==> src/rtl/mem_bus_pkg.sv <==
// Shared types for the memory bus master: request word, FSM state, bus widths.
package mem_bus_pkg;

  localparam int BUS_AW = 8;
  localparam int BUS_DW = 8;

  typedef struct packed {
    logic              we;
    logic [BUS_AW-1:0] addr;
    logic [BUS_DW-1:0] wdata;
  } bus_req_t;

  typedef enum logic [1:0] {
    ST_IDLE   = 2'd0,
    ST_SETUP  = 2'd1,
    ST_ACCESS = 2'd2,
    ST_RESP   = 2'd3
  } state_t;

endpackage

==> src/rtl/req_fifo.sv <==
// Request queue for the bus master; extra pointer MSB separates full from empty.
// Head is read combinationally, so a pop takes effect on the same edge as the consumer's capture.
module req_fifo
  import mem_bus_pkg::*;
#(
  parameter int DEPTH = 4
) (
  input  logic     i_clk,
  input  logic     i_rst,
  input  logic     i_push,
  input  bus_req_t i_push_dat,
  output logic     o_full,
  input  logic     i_pop,
  output logic     o_empty,
  output bus_req_t o_head_dat
);

  localparam int AW = $clog2(DEPTH);

  logic [AW:0] r_wr_ptr;
  logic [AW:0] r_rd_ptr;
  bus_req_t    r_mem [DEPTH];

  logic w_push;
  logic w_pop;

  assign o_empty    = (r_wr_ptr == r_rd_ptr);
  assign o_full     = (r_wr_ptr[AW] != r_rd_ptr[AW]) &&
                      (r_wr_ptr[AW-1:0] == r_rd_ptr[AW-1:0]);
  assign w_push     = i_push && !o_full;
  assign w_pop      = i_pop && !o_empty;
  assign o_head_dat = r_mem[r_rd_ptr[AW-1:0]];

  always_ff @(posedge i_clk) begin
    if (i_rst) begin
      r_wr_ptr <= '0;
      r_rd_ptr <= '0;
    end else begin
      if (w_push) r_wr_ptr <= r_wr_ptr + (AW+1)'(1);
      if (w_pop)  r_rd_ptr <= r_rd_ptr + (AW+1)'(1);
    end
  end

  always_ff @(posedge i_clk) begin
    if (w_push) r_mem[r_wr_ptr[AW-1:0]] <= i_push_dat;
  end

endmodule

==> src/rtl/mem_bus_master.sv <==
// Queued single-outstanding memory bus master: IDLE -> SETUP -> ACCESS(xN) -> RESP.
// Push-to-rsp_valid latency is 2 + ACCESS_CYCLES; a stalled response freezes the bus but not the queue.
module mem_bus_master
  import mem_bus_pkg::*;
#(
  parameter int ACCESS_CYCLES = 1,
  parameter int FIFO_DEPTH    = 4
) (
  input  logic              clk,
  input  logic              rst,
  input  logic              req_valid,
  output logic              req_ready,
  input  logic              req_we,
  input  logic [BUS_AW-1:0] req_addr,
  input  logic [BUS_DW-1:0] req_wdata,
  output logic              rsp_valid,
  input  logic              rsp_ready,
  output logic              rsp_we,
  output logic [BUS_AW-1:0] rsp_addr,
  output logic [BUS_DW-1:0] rsp_rdata,
  output logic [BUS_AW-1:0] bus_addr,
  output logic              bus_rwn,
  output logic [BUS_DW-1:0] bus_wdata,
  input  logic [BUS_DW-1:0] bus_rdata
);

  state_t            r_state;
  bus_req_t          r_hold;
  logic [BUS_DW-1:0] r_rdata;
  logic [3:0]        r_cnt;

  logic     w_full;
  logic     w_empty;
  logic     w_pop;
  logic     w_bus_act;
  bus_req_t w_head;
  bus_req_t w_push_dat;

  assign w_push_dat = '{we: req_we, addr: req_addr, wdata: req_wdata};
  assign w_pop      = (r_state == ST_IDLE) && !w_empty;
  assign req_ready  = !w_full;

  req_fifo #(
    .DEPTH (FIFO_DEPTH)
  ) u_fifo (
    .i_clk      (clk),
    .i_rst      (rst),
    .i_push     (req_valid),
    .i_push_dat (w_push_dat),
    .o_full     (w_full),
    .i_pop      (w_pop),
    .o_empty    (w_empty),
    .o_head_dat (w_head)
  );

  always_ff @(posedge clk) begin
    if (rst) begin
      r_state <= ST_IDLE;
      r_hold  <= '0;
      r_rdata <= '0;
      r_cnt   <= '0;
    end else begin
      case (r_state)
        ST_IDLE: begin
          if (w_pop) begin
            r_hold  <= w_head;
            r_rdata <= '0;
            r_state <= ST_SETUP;
          end
        end
        ST_SETUP: begin
          r_cnt   <= 4'(ACCESS_CYCLES - 1);
          r_state <= ST_ACCESS;
        end
        ST_ACCESS: begin
          // Read data is only meaningful once the full access time has elapsed.
          if (r_cnt == 4'd0) begin
            if (!r_hold.we) r_rdata <= bus_rdata;
            r_state <= ST_RESP;
          end else begin
            r_cnt <= r_cnt - 4'd1;
          end
        end
        ST_RESP: begin
          if (rsp_ready) r_state <= ST_IDLE;
        end
        default: r_state <= ST_IDLE;
      endcase
    end
  end

  // Bus parks as a read of address 0 so a write can never be asserted outside an access.
  assign w_bus_act = (r_state == ST_SETUP) || (r_state == ST_ACCESS);
  assign bus_addr  = w_bus_act ? r_hold.addr  : '0;
  assign bus_rwn   = w_bus_act ? !r_hold.we   : 1'b1;
  assign bus_wdata = w_bus_act ? r_hold.wdata : '0;

  assign rsp_valid = (r_state == ST_RESP);
  assign rsp_we    = rsp_valid && r_hold.we;
  assign rsp_addr  = rsp_valid ? r_hold.addr : '0;
  assign rsp_rdata = rsp_valid ? r_rdata     : '0;

endmodule

==> config.mk <==
export PLATFORM = sky130hd
export DESIGN_NAME = mem_bus_master
export DESIGN_NICKNAME = d
export VERILOG_FILES = /design/src/rtl/mem_bus_pkg.sv /design/src/rtl/req_fifo.sv /design/src/rtl/mem_bus_master.sv
export SDC_FILE = /design/constraint.sdc
export NUM_CORES = 1
export LEC_CHECK = 0
export BUFFER_PORTS_ARGS = -buffer_cell sky130_fd_sc_hd__buf_2
export CORE_ASPECT_RATIO = 1.5
export CORE_MARGIN = 8
export CORE_UTILIZATION = 45
export DETAILED_ROUTE_END_ITERATION = 10
export GPL_TIMING_DRIVEN = 0
export PLACE_DENSITY = 0.65
export SLEW_MARGIN = 20
export SYNTH_ARGS = -nofsm -noshare
export SYNTH_HDL_FRONTEND = slang
export SYNTH_SLANG_ARGS = --single-unit
==> constraint.sdc <==
create_clock -name clk -period 3.8 [get_ports clk]
set_input_delay 0.76 -clock clk [delete_from_list [all_inputs] [get_ports clk]]
set_output_delay 0.76 -clock clk [all_outputs]
set_load 0.05 [all_outputs]
==> impl_metrics.ini, run 1 <==
[critical_path]
max_stage_delay_ns = 0.43
critPathMaxFanout = 10
reg2reg_slack_ns = 1.54
worstSetupEndpointType = primary output
r2r_cells = 4
r2r-end = u_fifo.r_mem[1][5]
slowest_stage = ha_1
worst-path-buf-inv = 3
worstPathCellList = inv_1, ha_1, clkbuf_1, and2_1, buf_2
cp_top_family = buffers and inverters
cp.required_ns = 3.04
worstSetupPathType = reg2out
rr_startpoint = u_fifo.r_rd_ptr[0]
start_kind = register
crit_arrival_ns = 2.10

[logic_synthesis]
synth-edff-count = 68
async_flop_share_pct = 0
synth_fa_ha_area_share_pct = 3.129
synth_compound_area_share_pct = 3.584
postSynthCellCount = 320
synth-xor-area-share_pct = 2.389
synthSimpleGateAreaFrac_pct = 13.62
ys_ff_latch = 105
synth_fp_nets = 360
synthMuxAreaShare_pct = 11.21
synth-main-ff-cell = edfxtp_1
seq_area_frac_synth_pct = 63.25
synth_warnings = 0
postSynthAreaPerCell_um2 = 13.75
synth.distinct_cells = 33
syn_area_um2 = 4399
synth_top_family_by_area = simple AND/OR/NAND/NOR gates

[floorplan]
start_util_pct = 45.92
fp-row-count = 44
fp.dieH_um = 137.1
core_um2 = 9579
io_pins = 65
die_w_um = 96.73
dieArea_um2 = 13260

[layout]
regArea_um2 = 2783
fin_util_pct = 53.74
n_antenna_cell = 0
drive_above_1_share_pct = 27.50
stdcell_count = 515
syn_to_final_growth_pct = 17.01
multi_input_area_um2 = 1493
final_nets = 435
nFillCells = 848

[clock_tree]
cts_hold_buf = 0
numCtsBuffers = 9
cts_resized = 0
ctsLongestPathBuffers = 2
clock_latency_ns = 0.34
root_buffer = clkbuf_16
cts_max_level = 3
cts_tree = yes
clk_pin_slew_worst_paths_ns = 0.07
cts.sinks = 105
cts_setup_buffers = 0

[flow_run]
drv_cap = 0

[sta]
drv_slew = 0
finalWorstPathRequiredPeriod_ns = 2.858
fin_tns_setup_ns = 0
slew_headroom_pct = 41.33
finalHoldViolations = 0
whs_ns = 0.4555
rsz0062_at_grt = false
tightest_slew_ns = 0.8801
post-route-period-util_pct = 75.20
skew_ns = 0.007235
setup-violations-final = 0
max_freq_mhz = 349.9

[drt]
drcViolationCount = 0
vias_per_cell = 5.021
route.detailed.wl_per_inst_um = 16.41
routed_wirelength_um = 8449
vias = 2586
ant_nets = 0
drt_iter0_markers = 62
first_pass_iters = 4

[global_route]
grt_max_degree = 20
grt_pass1_wl_um = 13670
grt.total_usage_pct = 13.12
antenna_found_initial = 0
grt_pass1_vias = 2625
grt_overflow = 0

[pwr]
p_per_area_nw_per_um2 = 638.5
peakVddDrop_v = 0.0003857
power_leakage_nw = 1.986
finalPower_w = 0.003287

[placed_design]
dpl.cell_count = 499
port_buffers = 64
post-dp-hpwl_um = 6186
gp_congestion = 0.7252

[hold_path]
hold_start = r_hold[7]
min_path_cells = 2
hold-path-endpoint = r_hold[7]
hold_path_class = reg2reg

[outcome]
status = finished, final reports clean
[sequential cells by signal, indices dropped and copies added, names as in the netlist]
name and cells:
r_cnt 4, r_state 2, u_fifo.r_mem 68, u_fifo.r_rd_ptr 3, u_fifo.r_wr_ptr 3, r_rdata 8
r_hold 17
[power breakdown]
part	internal, W	switching (W)	leakage, nW
combinational	0.000384	0.000590	0.916
clock	0.000457	0.000420	0.144
sequential	0.00136	0.0000740	0.926
total	0.00220	0.00108	1.99
[synth_stat cells (6+ instances only)]
master / instances / area (µm²)
mux2i_1: 11 / 110.1
nand2b_1: 11 / 68.82
inv_1: 9 / 33.78
ha_1: 11 / 137.6
mux4_2: 17 / 382.9
nand2_1: 47 / 176.4
nor2_1: 8 / 30.03
edfxtp_1: 68 / 2042
a21oi_1: 21 / 105.1
dfxtp_1: 37 / 740.7
and2_1: 36 / 225.2
clkbuf_1: 6 / 22.52
[per-layer routing]
layer  global-route usage, %  part of all wire, %
met1                   13.89                   41
met2                   23.21                   51
met3                   4.144                  5.5
met4                   6.266                  1.9
met5                       0                    0
[metrics by stage]
stage / setup WS, ns / instance area, µm²
3_5_place_dp: 1.292 / 4863
4_1_cts: 0.9120 / 5147
6_report: 0.9424 / 5147
5_1_grt: 0.8338 / 5147
2_1_floorplan: 1.415 / 4399
3_3_place_gp: 1.291 / 4863
[placed cells by master, fill, tap and decap left out, types with 9 or more instances in the layout]
cell type	instances
edfxtp_1	68
buf_2	64
nand2_1	47
dfxtp_1	37
and2_1	36
a21oi_1	21
mux4_2	17
mux2i_1	11
nand2b_1	11
ha_1	11
inv_1	9
clkbuf_16	9
[tightest hold or removal path, cell delays in order, from the launching register on]
cell and delay [ns]:
dfxtp_1 0.31, nand2_1 0.05, a21oi_1 0.05
[worst max-delay path by stage]
stage | startpoint | cells past startpoint | endpoint
after floorplan | r_state[1] | 3 | rsp_addr[4]
after global placement | r_state[1] | 5 | bus_wdata[7]
after detailed placement | r_state[1] | 5 | bus_wdata[7]
after CTS | r_state[1] | 5 | bus_wdata[7]
after global routing | r_state[1] | 5 | bus_wdata[6]
final | r_state[1] | 5 | bus_wdata[7]
[cell type report]
cell class	instances	area share, %
sequential	105	54.06
multi-input combinational	191	29.00
timing repair buffer	64	6.223
clock buffer	9	4.375
tap	115	2.795
buffer	15	1.750
clock inverter	7	1.142
inverter	9	0.6563
[cell families (layout without fill, tap and decap cells)]
group                      Yosys count  in the layout
muxes                               28             28
xor gates and xnor gates             9              9
buffers and inverters               24            104
DFF                                105            105
adders and majority gates           11             11
AOI/OAI and AO/OA                   27             27
and+or+nand+nor                    116            116
Power figures use the tool's default switching activity.
==> inputs of run 2 (changes only) <==
--- a/config.mk
+++ b/config.mk
@@ -5,6 +5,7 @@
 export SDC_FILE = /design/constraint.sdc
 export NUM_CORES = 1
 export LEC_CHECK = 0
+export ABC_AREA = 1
 export BUFFER_PORTS_ARGS = -buffer_cell sky130_fd_sc_hd__buf_2
 export CORE_ASPECT_RATIO = 1.5
 export CORE_MARGIN = 8
==> constraint.sdc (replaced) <==
create_clock -name clk -period 2.9 [get_ports clk]
set_input_delay 0.58 -clock clk [delete_from_list [all_inputs] [get_ports clk]]
set_output_delay 0.58 -clock clk [all_outputs]
set_load 0.05 [all_outputs]
==> run 2 against run 1 <==
  * Core utilization grew 0.27 points
  * Non-clock buffer count grew 12
  * First-iteration DRC count grew to 3.0 times the previous value
  * Final cell count grew 34%
  * Combinational power grew 120%
  * Die area grew 4.4%
  * Setup slack lost 0.74 ns
  * Area after synthesis grew 5.1%
  * Sequential power grew 38%
  * Critical endpoint is now bus_wdata[2]
  * Largest power group is now combinational logic
==> impl_metrics.ini, run 2 <==
[pwr]
peakVddDrop_v = 0.0004293
power_leakage_nw = 2.519
netSwitchingFraction_pct = 41.44
seqPwrFrac_pct = 37.0
p_int_w = 0.003112
power.share.clock_pct = 22.4
p_per_area_nw_per_um2 = 976.4
power_switching_w = 0.002203
finalPower_w = 0.005314
power_frac_comb_pct = 40.6

[clock_tree]
cts_hold_buf = 0
cts_resized = 0
clock_latency_ns = 0.35
clk_pin_slew_worst_paths_ns = 0.08
cts.sinks = 105
root_buffer = clkbuf_16
numCtsBuffers = 9
cts_max_level = 3
cts_setup_buffers = 0
cts_tree = yes
ctsLongestPathBuffers = 2

[logic_synthesis]
synth_area_leader_cell = edfxtp_1
synth_common_cells = 87 x nor2_1, 78 x nand2_1, 72 x inv_1, 68 x edfxtp_1, 50 x o21ai_0
postSynthAreaPerCell_um2 = 9.435
postSynthCellCount = 490
synth_warnings = 0
synth_fp_nets = 530
synth-main-ff-cell = edfxtp_1
ys_ff_latch = 105
async_flop_share_pct = 0
synth-edff-count = 68
yosysMostFrequentCell = nor2_1
synth.distinct_cells = 25
synthTopCellsByArea = edfxtp_1 44%, dfxtp_1 16%, nor2_1 7.1%
syn_area_um2 = 4623
synth_top_area_share_pct = 44.17
seq_area_frac_synth_pct = 60.19

[critical_path]
cpMostUsedCell = inv_1
r2r_cells = 8
slowest_stage = dfxtp_1
cp_top_family = buffers and inverters
worst-path-buf-inv = 5
r2r-end = u_fifo.r_mem[2][7]
rr_startpoint = u_fifo.r_rd_ptr[1]
start_kind = register
worstSetupPathType = reg2out
worstSetupEndpointType = primary output
cp.required_ns = 2.32
max_stage_delay_ns = 0.37
reg2reg_slack_ns = 0.85
critPathMaxFanout = 10
worstPathCellList = inv_1, ha_1, clkbuf_1, clkbuf_2, nand2_1, inv_1, buf_2
crit_arrival_ns = 2.12

[sta]
slew_headroom_pct = 61.31
post-route-period-util_pct = 93.07
fin_tns_setup_ns = 0
finalWorstPathRequiredPeriod_ns = 2.699
skew_ns = 0.006999
finalHoldViolations = 0
rsz0062_at_grt = false
setup-violations-final = 0
max_freq_mhz = 370.5
tightest_slew_ns = 0.5798
drv_slew = 0
whs_ns = 0.4437

[drt]
drt_iter0_markers = 187
ant_nets = 0
vias = 3491
vias_per_cell = 5.052
first_pass_iters = 4
drcViolationCount = 0
routed_wirelength_um = 10620
route.detailed.wl_per_inst_um = 15.37

[placed_design]
gp_congestion = 0.8428
dpl.cell_count = 675
post-dp-hpwl_um = 7755
port_buffers = 64

[global_route]
antenna_found_initial = 0
grt_overflow = 0
grt_pass1_wl_um = 17270
grt_max_degree = 21
grt.total_usage_pct = 15.73
grt_pass1_vias = 3502

[hold_path]
hold-path-endpoint = u_fifo.r_mem[2][6]
hold_path_class = in2reg
min_path_cells = 1
hold_start = req_wdata[6]

[floorplan]
io_pins = 65
core_um2 = 10080
start_util_pct = 45.87
dieArea_um2 = 13840
die_w_um = 98.76
fp-row-count = 45
fp.dieH_um = 140.1

[layout]
multi_input_area_um2 = 1423
stdcell_count = 691
n_antenna_cell = 0
nFillCells = 891
syn_to_final_growth_pct = 17.73
mostFrequentLayoutCells = 83 x nor2_1, 78 x nand2_1, 72 x inv_1
final_nets = 609
drive_above_1_share_pct = 19.86
regArea_um2 = 2783
largest_reg_flops = 68
mostFrequentLayoutCell = nor2_1

[outcome]
status = finished, final reports clean

[flow_run]
drv_cap = 0
-- run 2: cell types whose count changed after synthesis, sizes merged, moves of 10 or more --
cell,before,now
nor2,8,87
mux4,17,0
nand4,0,12
nand2,47,82
mux2i,11,0
and2,36,0
inv,9,75
o22ai,0,18
o21ai,1,55
nand2b,11,0
a21oi,21,11
-- run 2: logic make-up (layout without fill, tap and decap cells) --
kind of cell	count (synthesis)	after routing	share of synthesized area [%]
AO/OA/AOI/OAI	84	84	9.824
XOR/XNOR	3	3	0.7309
adder cells (fa/ha/maj)	11	11	2.977
buffers and inverters	98	182	9.256
flip-flops	105	105	60.19
AND/OR/NAND/NOR	189	189	17.02
-- run 2: area by class of cell --
| type | count | area share (%) |
|---|---|---|
| Tap cell | 117 | 2.690 |
| Buffer | 23 | 2.621 |
| Inverter | 75 | 5.264 |
| Clock inverter | 7 | 1.241 |
| Timing Repair Buffer | 68 | 6.782 |
| Multi-Input combinational cell | 287 | 26.14 |
| Sequential cell | 105 | 51.13 |
| Clock buffer | 9 | 4.138 |
-- run 2: worst max path at each step --
| stage | start | to | slack [ns] | cells past startpoint |
|---|---|---|---|---|
| after floorplan | r_state[0] | rsp_addr[4] | 0.53 | 5 |
| after global placement | u_fifo.r_rd_ptr[1] | u_fifo.r_mem[3][5] | 0.19 | 7 |
| after detailed placement | r_state[0] | bus_wdata[2] | 0.41 | 7 |
| after CTS | r_state[0] | bus_wdata[2] | 0.03 | 7 |
| after global routing | r_state[0] | bus_wdata[2] | 0.03 | 7 |
| final | r_state[0] | bus_wdata[2] | 0.20 | 7 |
-- run 2: stage by stage --
stage | instance area [µm²] | util (%) | setup WS [ns]
3_3_place_gp | 5090 | 50.50 | 0.1920
3_5_place_dp | 5149 | 51.09 | 0.4052
2_1_floorplan | 4623 | - | 0.5293
5_1_grt | 5443 | 54.00 | 0.03438
6_report | 5443 | 54.00 | 0.2009
4_1_cts | 5441 | 53.99 | 0.02548
-- run 2: power by group through the flow --
stage | clock network, W | logic, W | registers (W)
floorplan | 0 | 0.00163 | 0.00196
global placement | 0 | 0.00211 | 0.00199
detailed placement | 0 | 0.00215 | 0.00200
CTS | 0.00121 | 0.00217 | 0.00197
global route | 0.00128 | 0.00242 | 0.00199
finish | 0.00119 | 0.00216 | 0.00197
-- run 2: metal layers --
metal	GRT usage [%]	wire, µm	vias to the layer above
li1	-	-	1756
met1	15.85	4178	1637
met4	6.418	182	0
met2	29.82	5736	83
met5	0	0	-
met3	3.671	526	15
==> inputs of run 3 (changes only) <==
==> constraint.sdc (replaced) <==
create_clock -name clk -period 2.9 [get_ports clk]
set_input_delay 0.145 -clock clk [delete_from_list [all_inputs] [get_ports clk]]
set_output_delay 0.145 -clock clk [all_outputs]
set_load 0.05 [all_outputs]
==> run 3 against run 2 <==
  * Sequential power barely moved
  * Count of clock-buffer cells in the layout is the same
  * Largest power group unchanged
  * Worst hold slack lost 0.43 ns
  * Clock skew rose by 0.00071 ns
  * Register-to-register slack is essentially flat
==> impl_metrics.ini, run 3 (synthesis results as in run 2) <==
[outcome]
status = finished, final reports clean

[sta]
finalHoldViolations = 0
finalWorstPathRequiredPeriod_ns = 2.379
post-route-period-util_pct = 82.02
slew_headroom_pct = 61.33
max_freq_mhz = 420.4
setup-violations-final = 0
skew_ns = 0.007711
timing.final.ws_setup_ns = 0.5213
tightest_slew_ns = 0.5795
drv_slew = 0
rsz0062_at_grt = false
whs_ns = 0.01104
fin_tns_setup_ns = 0

[pwr]
netSwitchingFraction_pct = 41.46
power_frac_comb_pct = 40.6
power_leakage_nw = 2.520
power_switching_w = 0.002203
seqPwrFrac_pct = 37.0
p_int_w = 0.003110
power.share.clock_pct = 22.4
p_per_area_nw_per_um2 = 974.6
peakVddDrop_v = 0.0004275

[critical_path]
r2r_cells = 8
rr_startpoint = u_fifo.r_rd_ptr[1]
r2r-end = u_fifo.r_mem[2][7]
cp.required_ns = 2.76
reg2reg_slack_ns = 0.85
critPathMaxFanout = 10
worstSetupPathType = reg2out
crit_arrival_ns = 2.23
start_kind = register
worstSetupEndpointType = primary output

[drt]
wl_met1_um = 4175
vias_per_cell = 5.036
drt_iter0_markers = 178
ant_nets = 0
vias = 3485
dr.max_layer_used = met4
wl_met2_um = 5751
first_pass_iters = 4
route.detailed.wl_per_inst_um = 15.35
drcViolationCount = 0
routed_wirelength_um = 10630
wl_met3_um = 522

[layout]
n_antenna_cell = 0
largest_reg_flops = 68
syn_to_final_growth_pct = 17.92
drive_above_1_share_pct = 19.65
mostFrequentLayoutCell = nor2_1
stdcell_count = 692
mostFrequentLayoutCells = 83 x nor2_1, 78 x nand2_1, 72 x inv_1
final_nets = 610

[global_route]
antenna_found_initial = 0
grt_pass1_vias = 3509
grt_max_degree = 21
grt_pass1_wl_um = 17300
grt.total_usage_pct = 15.76
grt_overflow = 0

[floorplan]
io_pins = 65
fp.dieH_um = 140.1
fp-row-count = 45
core_um2 = 10080
die_w_um = 98.76
start_util_pct = 45.87
dieArea_um2 = 13840

[clock_tree]
cts_resized = 0
clk_pin_slew_worst_paths_ns = 0.07
ctsLongestPathBuffers = 2
cts_tree = yes
root_buffer = clkbuf_16
clock_latency_ns = 0.35
cts.sinks = 105
cts_max_level = 3
numCtsBuffers = 9

[hold_path]
hold_path_class = in2reg
min_path_cells = 1
hold-path-endpoint = u_fifo.r_mem[3][11]
hold_start = req_addr[3]

[flow_run]
drv_cap = 0

[placed_design]
port_buffers = 64
dpl.cell_count = 675
place_ws_ns = 0.8402
gp_congestion = 0.8428
post-dp-hpwl_um = 7755
run 3: cell types whose count changed in the layout (fill, tap and decap cells not counted), sizes merged:
cell         change
dlygate4sd3      +1
run 3: critical path: stages, from the launching register on:
cell and delay [ns]:
dfxtp_1 0.37, inv_1 0.09, ha_1 0.28, clkbuf_1 0.33, clkbuf_1 0.39, nand2_1 0.09
inv_1 0.08, buf_2 0.26
run 3: cell type report:
class | count | area, µm²
clock inverter | 7 | 67.56
multi-input combinational | 287 | 1423
buffer | 23 | 141.4
fill | 891 | 4627
clock buffer | 9 | 225.2
timing repair buffer | 69 | 379.1
tap | 117 | 146.4
sequential | 105 | 2783
inverter | 75 | 286.5
run 3: routing by layer:
layer | up-vias | track usage (%)
met5 | - | 0
met4 | 0 | 6.418
met3 | 14 | 3.671
met2 | 81 | 29.89
met1 | 1631 | 15.88
li1 | 1759 | -
run 3: power groups by stage:
stage / Sequential, W / Clock (W) / Combinational (W)
2_1_floorplan: 0.00196 / 0 / 0.00163
3_3_place_gp: 0.00199 / 0 / 0.00211
3_5_place_dp: 0.00200 / 0 / 0.00215
4_1_cts: 0.00197 / 0.00121 / 0.00217
5_1_grt: 0.00199 / 0.00128 / 0.00242
6_report: 0.00197 / 0.00119 / 0.00216
run 3: how the worst max path moves through the flow:
stage / slack, ns / startpoint / endpoint
after floorplan: 0.65 / u_fifo.r_rd_ptr[1] / u_fifo.r_mem[0][0]
after global placement: 0.19 / u_fifo.r_rd_ptr[1] / u_fifo.r_mem[3][5]
after detailed placement: 0.84 / r_state[0] / bus_wdata[2]
after CTS: 0.46 / r_state[0] / bus_wdata[2]
after global routing: 0.30 / r_state[0] / bus_wdata[2]
final: 0.52 / r_state[0] / bus_wdata[2]
run 3: metrics by stage:
step | area [µm²] | utilization [%] | power, W
floorplan | 4623 | - | 0.003592
global placement | 5090 | 50.50 | 0.004103
detailed placement | 5149 | 51.09 | 0.004154
CTS | 5451 | 54.09 | 0.005353
global route | 5451 | 54.09 | 0.005684
finish | 5451 | 54.09 | 0.005313
run 3: what timing repair did:
action                                 in CTS  in global routing
buffers inserted                            0                  0
hold buffers                                1                  0
endpoints found under the hold margin       4                  0
